--- src/rtl/cpu_lsu_pkg.sv ---
// Shared size encodings, FSM state type and alignment helper for the load/store unit.
package cpu_lsu_pkg;

   localparam logic [1:0] SZ_B = 2'd0;
   localparam logic [1:0] SZ_H = 2'd1;
   localparam logic [1:0] SZ_W = 2'd2;

   typedef enum logic [2:0] {
      ST_IDLE  = 3'd0,
      ST_READ  = 3'd1,
      ST_MERGE = 3'd2,
      ST_WRITE = 3'd3,
      ST_RESP  = 3'd4,
      ST_IO    = 3'd5
   } state_t;

   function automatic logic is_misaligned(input logic [1:0] size, input logic [1:0] a);
      return ((size == SZ_H) && a[0]) || ((size == SZ_W) && (a != 2'b00));
   endfunction

endpackage

--- src/rtl/cpu_lsu_align.sv ---
// Combinational lane logic: extract/extend a load from a word, splice a sub-word store into a word.
// No latency, no handshake.
module cpu_lsu_align
   import cpu_lsu_pkg::*;
(
   input  logic [31:0] i_word,
   input  logic [31:0] i_wdata,
   input  logic [1:0]  i_lane,
   input  logic [1:0]  i_size,
   input  logic        i_unsigned,
   output logic [31:0] o_ld_data,
   output logic [31:0] o_st_word
);

   logic [7:0]  w_byte;
   logic [15:0] w_half;
   logic [4:0]  w_shift;
   logic [31:0] w_mask;

   always_comb begin
      case (i_lane)
         2'd0:    w_byte = i_word[7:0];
         2'd1:    w_byte = i_word[15:8];
         2'd2:    w_byte = i_word[23:16];
         default: w_byte = i_word[31:24];
      endcase
      w_half    = i_lane[1] ? i_word[31:16] : i_word[15:0];
      w_shift   = (i_size == SZ_H) ? {i_lane[1], 4'b0000} : {i_lane, 3'b000};
      w_mask    = 32'hFFFF_FFFF;
      o_ld_data = i_word;
      case (i_size)
         SZ_B: begin
            w_mask    = 32'h0000_00FF;
            o_ld_data = {{24{~i_unsigned & w_byte[7]}}, w_byte};
         end
         SZ_H: begin
            w_mask    = 32'h0000_FFFF;
            o_ld_data = {{16{~i_unsigned & w_half[15]}}, w_half};
         end
         default: ;
      endcase
      // The RAM has no byte enables, so untouched lanes come from the word just read.
      o_st_word = (i_word & ~(w_mask << w_shift)) | ((i_wdata & w_mask) << w_shift);
   end

endmodule

--- src/rtl/cpu_lsu.sv ---
// Load/store unit to a word-wide sync RAM; resp at T+1 (error), T+2 (word store), T+3 (load), T+4 (sub-word RMW store).
// req_ready high only in IDLE, CPU stalls otherwise; CPU_LSU_MMIO_EN adds an io_* port (held until io_ready) at/above MMIO_BASE.
module cpu_lsu
   import cpu_lsu_pkg::*;
#(
   parameter logic [31:0] BASE_ADDR = 32'h1000_0000,
   parameter int          MEM_AW    = 14,
   parameter logic [31:0] MMIO_BASE = 32'hFFFF_0000
)(
   input  logic              clk,
   input  logic              rst,
   input  logic              req_valid,
   output logic              req_ready,
   input  logic              req_we,
   input  logic [1:0]        req_size,
   input  logic              req_unsigned,
   input  logic [31:0]       req_addr,
   input  logic [31:0]       req_wdata,
   output logic              resp_valid,
   output logic              resp_err,
   output logic [31:0]       resp_rdata,
   output logic              mem_en,
   output logic              mem_we,
   output logic [MEM_AW-1:0] mem_addr,
   output logic [31:0]       mem_wdata,
   input  logic [31:0]       mem_rdata
`ifdef CPU_LSU_MMIO_EN
   ,
   output logic              io_valid,
   input  logic              io_ready,
   output logic              io_we,
   output logic [31:0]       io_addr,
   output logic [31:0]       io_wdata,
   input  logic [31:0]       io_rdata
`endif
);

   state_t            r_state;
   logic              r_req_ready, r_resp_valid, r_resp_err;
   logic              r_mem_en, r_mem_we;
   logic              r_we, r_unsigned;
   logic [1:0]        r_size;
   logic [MEM_AW+1:0] r_off;
   logic [31:0]       r_wdata, r_rdata, r_mem_wdata;

   logic [31:0]       w_off, w_ld_word, w_ld_data, w_st_word;
   logic [1:0]        w_lane;
   logic              w_is_io, w_oor, w_err;

   assign w_off   = req_addr - BASE_ADDR;
   assign w_is_io = (req_addr >= MMIO_BASE);

`ifdef CPU_LSU_MMIO_EN
   logic        r_io_valid;
   logic [31:0] r_io_addr;

   assign w_oor     = !w_is_io && ((w_off >> (MEM_AW + 2)) != 32'd0);
   assign w_ld_word = (r_state == ST_IO) ? io_rdata : mem_rdata;
   assign w_lane    = (r_state == ST_IO) ? r_io_addr[1:0] : r_off[1:0];
   assign io_valid  = r_io_valid;
   assign io_we     = r_we;
   assign io_addr   = r_io_addr;
   assign io_wdata  = r_wdata;
`else
   assign w_oor     = w_is_io || ((w_off >> (MEM_AW + 2)) != 32'd0);
   assign w_ld_word = mem_rdata;
   assign w_lane    = r_off[1:0];
`endif

   assign w_err = (req_size == 2'd3) || is_misaligned(req_size, req_addr[1:0]) || w_oor;

   cpu_lsu_align u_align (
      .i_word     (w_ld_word),
      .i_wdata    (r_wdata),
      .i_lane     (w_lane),
      .i_size     (r_size),
      .i_unsigned (r_unsigned),
      .o_ld_data  (w_ld_data),
      .o_st_word  (w_st_word)
   );

   always_ff @(posedge clk or negedge rst) begin
      if (!rst) begin
         r_state      <= ST_IDLE;
         r_req_ready  <= 1'b1;
         r_resp_valid <= 1'b0;
         r_resp_err   <= 1'b0;
         r_rdata      <= '0;
         r_mem_en     <= 1'b0;
         r_mem_we     <= 1'b0;
         r_mem_wdata  <= '0;
         r_we         <= 1'b0;
         r_size       <= SZ_B;
         r_unsigned   <= 1'b0;
         r_off        <= '0;
         r_wdata      <= '0;
`ifdef CPU_LSU_MMIO_EN
         r_io_valid   <= 1'b0;
         r_io_addr    <= '0;
`endif
      end else begin
         r_resp_valid <= 1'b0;
         r_resp_err   <= 1'b0;
         r_mem_en     <= 1'b0;
         r_mem_we     <= 1'b0;
         case (r_state)
            ST_IDLE: if (req_valid) begin
               r_we        <= req_we;
               r_size      <= req_size;
               r_unsigned  <= req_unsigned;
               r_off       <= w_off[MEM_AW+1:0];
               r_wdata     <= req_wdata;
               r_rdata     <= '0;
               r_req_ready <= 1'b0;
`ifdef CPU_LSU_MMIO_EN
               r_io_addr   <= req_addr;
`endif
               if (w_err) begin
                  r_state      <= ST_RESP;
                  r_resp_valid <= 1'b1;
                  r_resp_err   <= 1'b1;
`ifdef CPU_LSU_MMIO_EN
               end else if (w_is_io) begin
                  r_state    <= ST_IO;
                  r_io_valid <= 1'b1;
`endif
               end else if (req_we && (req_size == SZ_W)) begin
                  r_state     <= ST_WRITE;
                  r_mem_en    <= 1'b1;
                  r_mem_we    <= 1'b1;
                  r_mem_wdata <= req_wdata;
               end else begin
                  r_state  <= ST_READ;
                  r_mem_en <= 1'b1;
               end
            end
            ST_READ: r_state <= ST_MERGE;
            ST_MERGE: begin
               if (r_we) begin
                  r_state     <= ST_WRITE;
                  r_mem_en    <= 1'b1;
                  r_mem_we    <= 1'b1;
                  r_mem_wdata <= w_st_word;
               end else begin
                  r_state      <= ST_RESP;
                  r_resp_valid <= 1'b1;
                  r_rdata      <= w_ld_data;
               end
            end
            ST_WRITE: begin
               r_state      <= ST_RESP;
               r_resp_valid <= 1'b1;
            end
            ST_RESP: begin
               r_state     <= ST_IDLE;
               r_req_ready <= 1'b1;
            end
`ifdef CPU_LSU_MMIO_EN
            ST_IO: if (io_ready) begin
               r_io_valid   <= 1'b0;
               r_state      <= ST_RESP;
               r_resp_valid <= 1'b1;
               if (!r_we) r_rdata <= w_ld_data;
            end
`endif
            default: begin
               r_state     <= ST_IDLE;
               r_req_ready <= 1'b1;
            end
         endcase
      end
   end

   assign req_ready  = r_req_ready;
   assign resp_valid = r_resp_valid;
   assign resp_err   = r_resp_err;
   assign resp_rdata = r_rdata;
   assign mem_en     = r_mem_en;
   assign mem_we     = r_mem_we;
   assign mem_addr   = r_off[MEM_AW+1:2];
   assign mem_wdata  = r_mem_wdata;

endmodule

--- config.mk ---
export PLATFORM = sky130hd
export DESIGN_NAME = cpu_lsu
export DESIGN_NICKNAME = d
export VERILOG_FILES = /design/src/rtl/cpu_lsu_pkg.sv /design/src/rtl/cpu_lsu_align.sv /design/src/rtl/cpu_lsu.sv
export SDC_FILE = /design/constraint.sdc
export NUM_CORES = 1
export LEC_CHECK = 0
export ABC_CLOCK_PERIOD_IN_PS = 2700
export CORE_ASPECT_RATIO = 0.7
export CORE_UTILIZATION = 49
export DETAILED_ROUTE_END_ITERATION = 7
export GPL_TIMING_DRIVEN = 0
export PLACE_DENSITY = 0.81
export SLEW_MARGIN = 5
export SYNTH_ARGS = -nofsm -noshare
export SYNTH_HDL_FRONTEND = slang
export SYNTH_HIERARCHICAL = 1
export SYNTH_SLANG_ARGS = --single-unit
--- constraint.sdc ---
create_clock -name clk -period 2.7 [get_ports clk]
set_input_delay 0.54 -clock clk [delete_from_list [all_inputs] [get_ports clk]]
set_output_delay 0.54 -clock clk [all_outputs]
set_load 0.01 [all_outputs]
Yosys cells after proc, flatten, opt, wreduce, memory -nomap -nowiden
Index checks and enable logic that the tools add are counted.
Cells by class
  add/subtract/negate cells: 1
  bitwise logic cells: 8
  multiplexer cells: 33
  shifts and indexed selects: 2
  eq/ne operators: 14
  reductions and logical operators: 18
  $lt $le $gt $ge: 1
Operator list (count)
  32-bit one-hot mux with 2 select lines: 4
  32-bit 2-to-1 mux: 6
  32-bit AND: 2
  32-bit by 5-bit left shift with 32-bit output: 2
  32-bit greater-or-equal comparator (second input constant): 1
  32-bit NOT: 1
  32-bit OR: 1
  32-bit nonzero test: 1
  32-bit by 29-bit subtractor with 32-bit output (second input constant): 1
  8-bit one-hot mux with 3 select lines: 1
  16-bit 2-to-1 mux: 1
  3-bit one-hot mux with 4 select lines: 1
  1-bit 2-to-1 mux: 11
  2-bit inequality test (second input constant): 5
  3-bit 2-to-1 mux: 3
  2-bit by 1-bit equality test with 1-bit output (second input constant): 3
  2-bit equality test (second input constant): 3
  3-bit by 2-bit equality test with 1-bit output (second input constant): 2
  1-bit one-hot mux with 2 select lines: 3
  5-bit AND reduction: 1
  2-bit zero test: 2
  1-bit logical OR: 4
  4-bit 2-to-1 mux: 1
  2-bit AND reduction: 2
  other kinds (10): 15
Storage, ports and cells
  logic and storage cells: 90
  register bits: 124

Depth between registers and ports, before layout
  word-level depth: 8
  gate-level depth with buffers: 8
  depth with buffers taken out: 6

Hierarchy
Netlist, hierarchy kept.
Modules (own cells, without submodules)
  cpu_lsu: seq. area each 3104.2 um^2, cells an instance 513, instances 1, area an instance 5368.9 um^2
  cpu_lsu_align: seq. area each 0.0 um^2, cells an instance 228, instances 1, area an instance 1458.9 um^2

Worst setup path after synthesis
Ideal clock, no wire load.
  path kind: reg-to-reg
  start point: register r_off[0]
  end point: register r_mem_wdata[22] (netlist: mem_wdata[22])
  slack: 600 ps
  stages on the path, launching flop included: 9
  required time: 2575 ps
  arrival: 1974 ps
  period minus slack after synthesis: 2100 ps
  cell sequence: dfrtp_1 > buf_2 > buf_4 > buf_4 > mux2i_1 > nor2_1 > a221o_1 > mux2_2 > mux2_4
On the way
  longest elaborated chain between the ends: 7
  elaborated cells on any way between the ends: 8
  classes of those cells: 2 x shift; 3 x mux; 3 x bitwise
Ends and longest elaborated chain
  from (decl): line cpu_lsu.sv:43  | logic [MEM_AW+1:0] r_off;
  from (signal assigned): line cpu_lsu.sv:111  | r_off <= w_off[MEM_AW+1:0];
  4-bit 2-to-1 mux *: line cpu_lsu_align.sv:28  | w_shift = (i_size == SZ_H) ? {i_lane[1], 4'b0000} : {i_lane, 3'b000};
  32-bit by 5-bit left shift with 32-bit output: line cpu_lsu_align.sv:43  | o_st_word = (i_word & ~(w_mask << w_shift)) | ((i_wdata & w_mask) << w_shift);
  32-bit NOT: line cpu_lsu_align.sv:43
  32-bit AND: line cpu_lsu_align.sv:43
  32-bit OR *: line cpu_lsu_align.sv:43
  net w_st_word[22]: line cpu_lsu.sv:46  | logic [31:0] w_off, w_ld_word, w_ld_data, w_st_word;
  32-bit 2-to-1 mux *: line cpu_lsu.sv:139  | if (r_we) begin
  32-bit one-hot mux with 2 select lines *: line cpu_lsu.sv:106  | case (r_state)
  to (signal assigned): line cpu_lsu.sv:131  | r_mem_wdata <= req_wdata;
  to (signal assigned): line cpu_lsu.sv:143  | r_mem_wdata <= w_st_word;
  to (decl): line cpu_lsu.sv:44  | logic [31:0] r_wdata, r_rdata, r_mem_wdata;
The timed path passes the listed nets; every way through them passes the cells marked *. The select of a mux whose other input is x is not followed.
A chain may end at the register's enable or synchronous reset.

Worst setup path in the final report
  start point: register r_off[1]
  end point: register r_mem_wdata[6] (netlist: mem_wdata[6])
On the way
  longest elaborated chain between the ends: 6
  elaborated cells on any way between the ends: 7
  classes of those cells: 2 x shift; 2 x mux; 3 x bitwise
Ends and longest elaborated chain (line)
  32-bit by 5-bit left shift with 32-bit output: cpu_lsu_align.sv:43
  32-bit NOT: cpu_lsu_align.sv:43
  32-bit AND: cpu_lsu_align.sv:43
  32-bit OR *: cpu_lsu_align.sv:43
  net w_st_word[6]: cpu_lsu.sv:46
  32-bit 2-to-1 mux *: cpu_lsu.sv:139
  32-bit one-hot mux with 2 select lines *: cpu_lsu.sv:106
Marked as above.

==> flow_summary.toml <==
[run_status]
status = "complete, but fails checks"
failed_checks = "DRC"

[placed_design]
port_buffers = 185
dp.cells = 1112
dp_hpwl_mm = 16.0
routabilityCongestion = 0.944
place_area_mm2 = 0.00894

[clock_network]
clock_latency_ns = 0.41
numCtsBuffers = 17
cts_root_buffer = "clkbuf_16"
path_clk_slew_ns = 0.05
cts_buffer_depth = 2
htreeDepth = 4
clock_sinks = 124
cts_tree = "built"
cts_hold_buf = 0

[sta]
max_freq_mhz = 384
slew_headroom = 0.403
period_needed_ns = 2.61
hold_viol = 0
finClkSkew_ns = 0.0123
worst_pin_slew_ns = 0.888
setup_viol = 0
rsz0062_at_grt = "true"
drv_slew = 0
period_share = 0.965

[grt]
grt_max_degree = 79
grt_overflow = 0
antenna_found_initial = 1
grt_pass1_vias = 6241
track_usage = 0.324
grt_first_pass_wirelength_mm = 34.6

[routing]
dr.pass1.iters = 8
vias = 6427
routedWlPerCell_um = 19.3
via_per_inst = 5.63
drt_wl_total_mm = 22.1
first_iter_violations = 700
drc = 3
drtAntennaViolNets = 0

[setup_path]
r2r-start = "r_off[1]$_DFFE_PN0P_"
arrival_ns = 2.90
timing.rr.end = "mem_wdata[6]$_DFFE_PN0P_"
cp.required_ns = 3.00
cpMostUsedCell = "mux2_2"
crit_path_end_kind = "flip-flop"
reg2reg_depth = 6
crit_slowest_cell = "a21oi_2"
path_max_fanout = 10
cp-start-kind = "flip-flop"
max_stage_delay_ns = 0.63
regToRegSetupSlack_ns = 0.09
cp_cell_sequence = "buf_2, buf_1, a21oi_2, mux2_2, mux2_2, mux2_4"
crit_type = "flip-flop to flip-flop"

[logic_synthesis]
synthTopCellsByArea = "dfrtp_1, nand2_1, mux2_2"
ys_ff_latch = 124
syn_area_per_cell_um2 = 9.21
synth_top_cell_by_area = "dfrtp_1"
synthCells = 741
synth_warnings = 6
netlist_area_mm2 = 0.00683
synthFlopType = "dfrtp_1"
synth_top_area_share = 0.451
synth_seq_area_share = 0.455
synth_edf_count = 0
async_reset_ff_frac = 1.00
synth.distinct_cells = 43
syn_nets = 844

[power]
irDropWorstVdd_mv = 0.441
power.total_w = 0.00553
cellLeakagePower_nw = 4.46
powerDensity_mw_per_mm2 = 581

[die]
rows = 35
die-area_mm2 = 0.0144
pin_count = 186
die_w_um = 143
initial_core_util = 0.511
core-area_mm2 = 0.0134
fp.dieH_um = 101

[flow_run]
max_cap_viol_count = 0

[finish]
drive_gt1_frac = 0.163
fin_cells = 1142
fillers = 1049
syn2layout_area_growth_pct = 39.3
layout_commonest_cell = "nand2_1"
final_area_mm2 = 0.00951
nNetsFinal = 1049
diodes = 0
layout_common_cells = "nand2_1, clkdlybuf4s50_1, dfrtp_1"

[hold_path]
hold_path.class = "primary input to async pin"
worst max-delay path by stage:
stage                          from                        end  slack [ns]  cells after the start
2_1_floorplan  r_off[0]$_DFFE_PN0P_  mem_wdata[22]$_DFFE_PN0P_        0.60                      8
3_5_place_dp           req_addr[28]  mem_wdata[12]$_DFFE_PN0P_        0.03                      7
6_report       r_off[1]$_DFFE_PN0P_   mem_wdata[6]$_DFFE_PN0P_        0.09                      6
4_1_cts        r_off[1]$_DFFE_PN0P_   mem_wdata[6]$_DFFE_PN0P_        0.16                      6
5_1_grt        r_off[1]$_DFFE_PN0P_  mem_wdata[23]$_DFFE_PN0P_      -0.008                      7
3_3_place_gp                    rst  mem_wdata[25]$_DFFE_PN0P_       -3.71                      1
power by group:
| group | internal [W] | total [W] | switching, W |
|---|---|---|---|
| Clock | 0.00142 | 0.00223 | 0.000815 |
| Combinational | 0.000553 | 0.00121 | 0.000661 |
| Sequential | 0.00197 | 0.00208 | 0.000115 |
final cells by class:
type,count,area (um2),area share
multi-input combinational,548,3350,0.353
sequential,124,3100,0.326
timing repair buffer,186,1880,0.198
clock buffer,23,478,0.0503
buffer,63,349,0.0367
tap,185,231,0.0243
clock inverter,7,90.1,0.00947
inverter,6,22.5,0.00237
state kept, by name, summed over array words and instances (netlist names):
name / cells
mem_en: 1
mem_we: 1
resp_valid: 1
r_wdata: 32
mem_wdata: 32
r_size: 2
r_unsigned: 1
resp_rdata: 32
req_ready: 1
r_state: 3
r_off: 16
r_we: 1
resp_err: 1
cells by family after synthesis:
kind of cell	share of synthesized area
compound gates	0.110
buf+inv	0.0542
flops	0.455
mux	0.176
simple gates	0.205
synthesized netlist by cell type (all sizes together) (2+ instances only):
library cell / number
nand2b: 8
a21oi: 8
inv: 6
o21ai: 48
dfrtp: 123
a222oi: 8
clkbuf: 26
or3: 2
o221ai: 8
mux2i: 17
a22o: 3
nor2b: 4
a221o: 16
buf: 37
nor4: 3
nor4b: 2
a22oi: 7
nand2: 300
nor2: 19
nor3: 4
mux2: 80
stage by stage:
stage	worst slack, ns	hold slack (ns)	util	TNS [ns]
final	0.0934	0.0552	0.712	0
after global placement	-3.71	0.460	0.667	-457.26
after global routing	-0.00769	0.0824	0.712	-0.0132
after detailed placement	0.0300	0.469	0.669	0
after CTS	0.164	0.0610	0.712	0
after floorplan	0.600	0.244	-	0
layer usage:
layer  track usage  wire (um)  vias up  share of wire
met4         0.117        615        2          0.028
li1              -          -     2913              -
met2         0.464       9460      385           0.43
met5             0         11        -        0.00050
met1         0.465       9590     3071           0.43
met3        0.0926       2390       56           0.11
worst max-delay path, delay by kind of cell (launching register included):
| kind | cells | cell delay (ns) |
|---|---|---|
| mux | 3 | 0.97 |
| buf+inv | 2 | 0.46 |
| flops | 1 | 0.42 |
| compound gates | 1 | 0.63 |
what timing repair did:
item	4_1_cts	5_1_grt
setup endpoints to repair	0	4
resized for setup	0	3
setup buffers	0	0
Note: power is estimated with default switching activity, not from simulation.
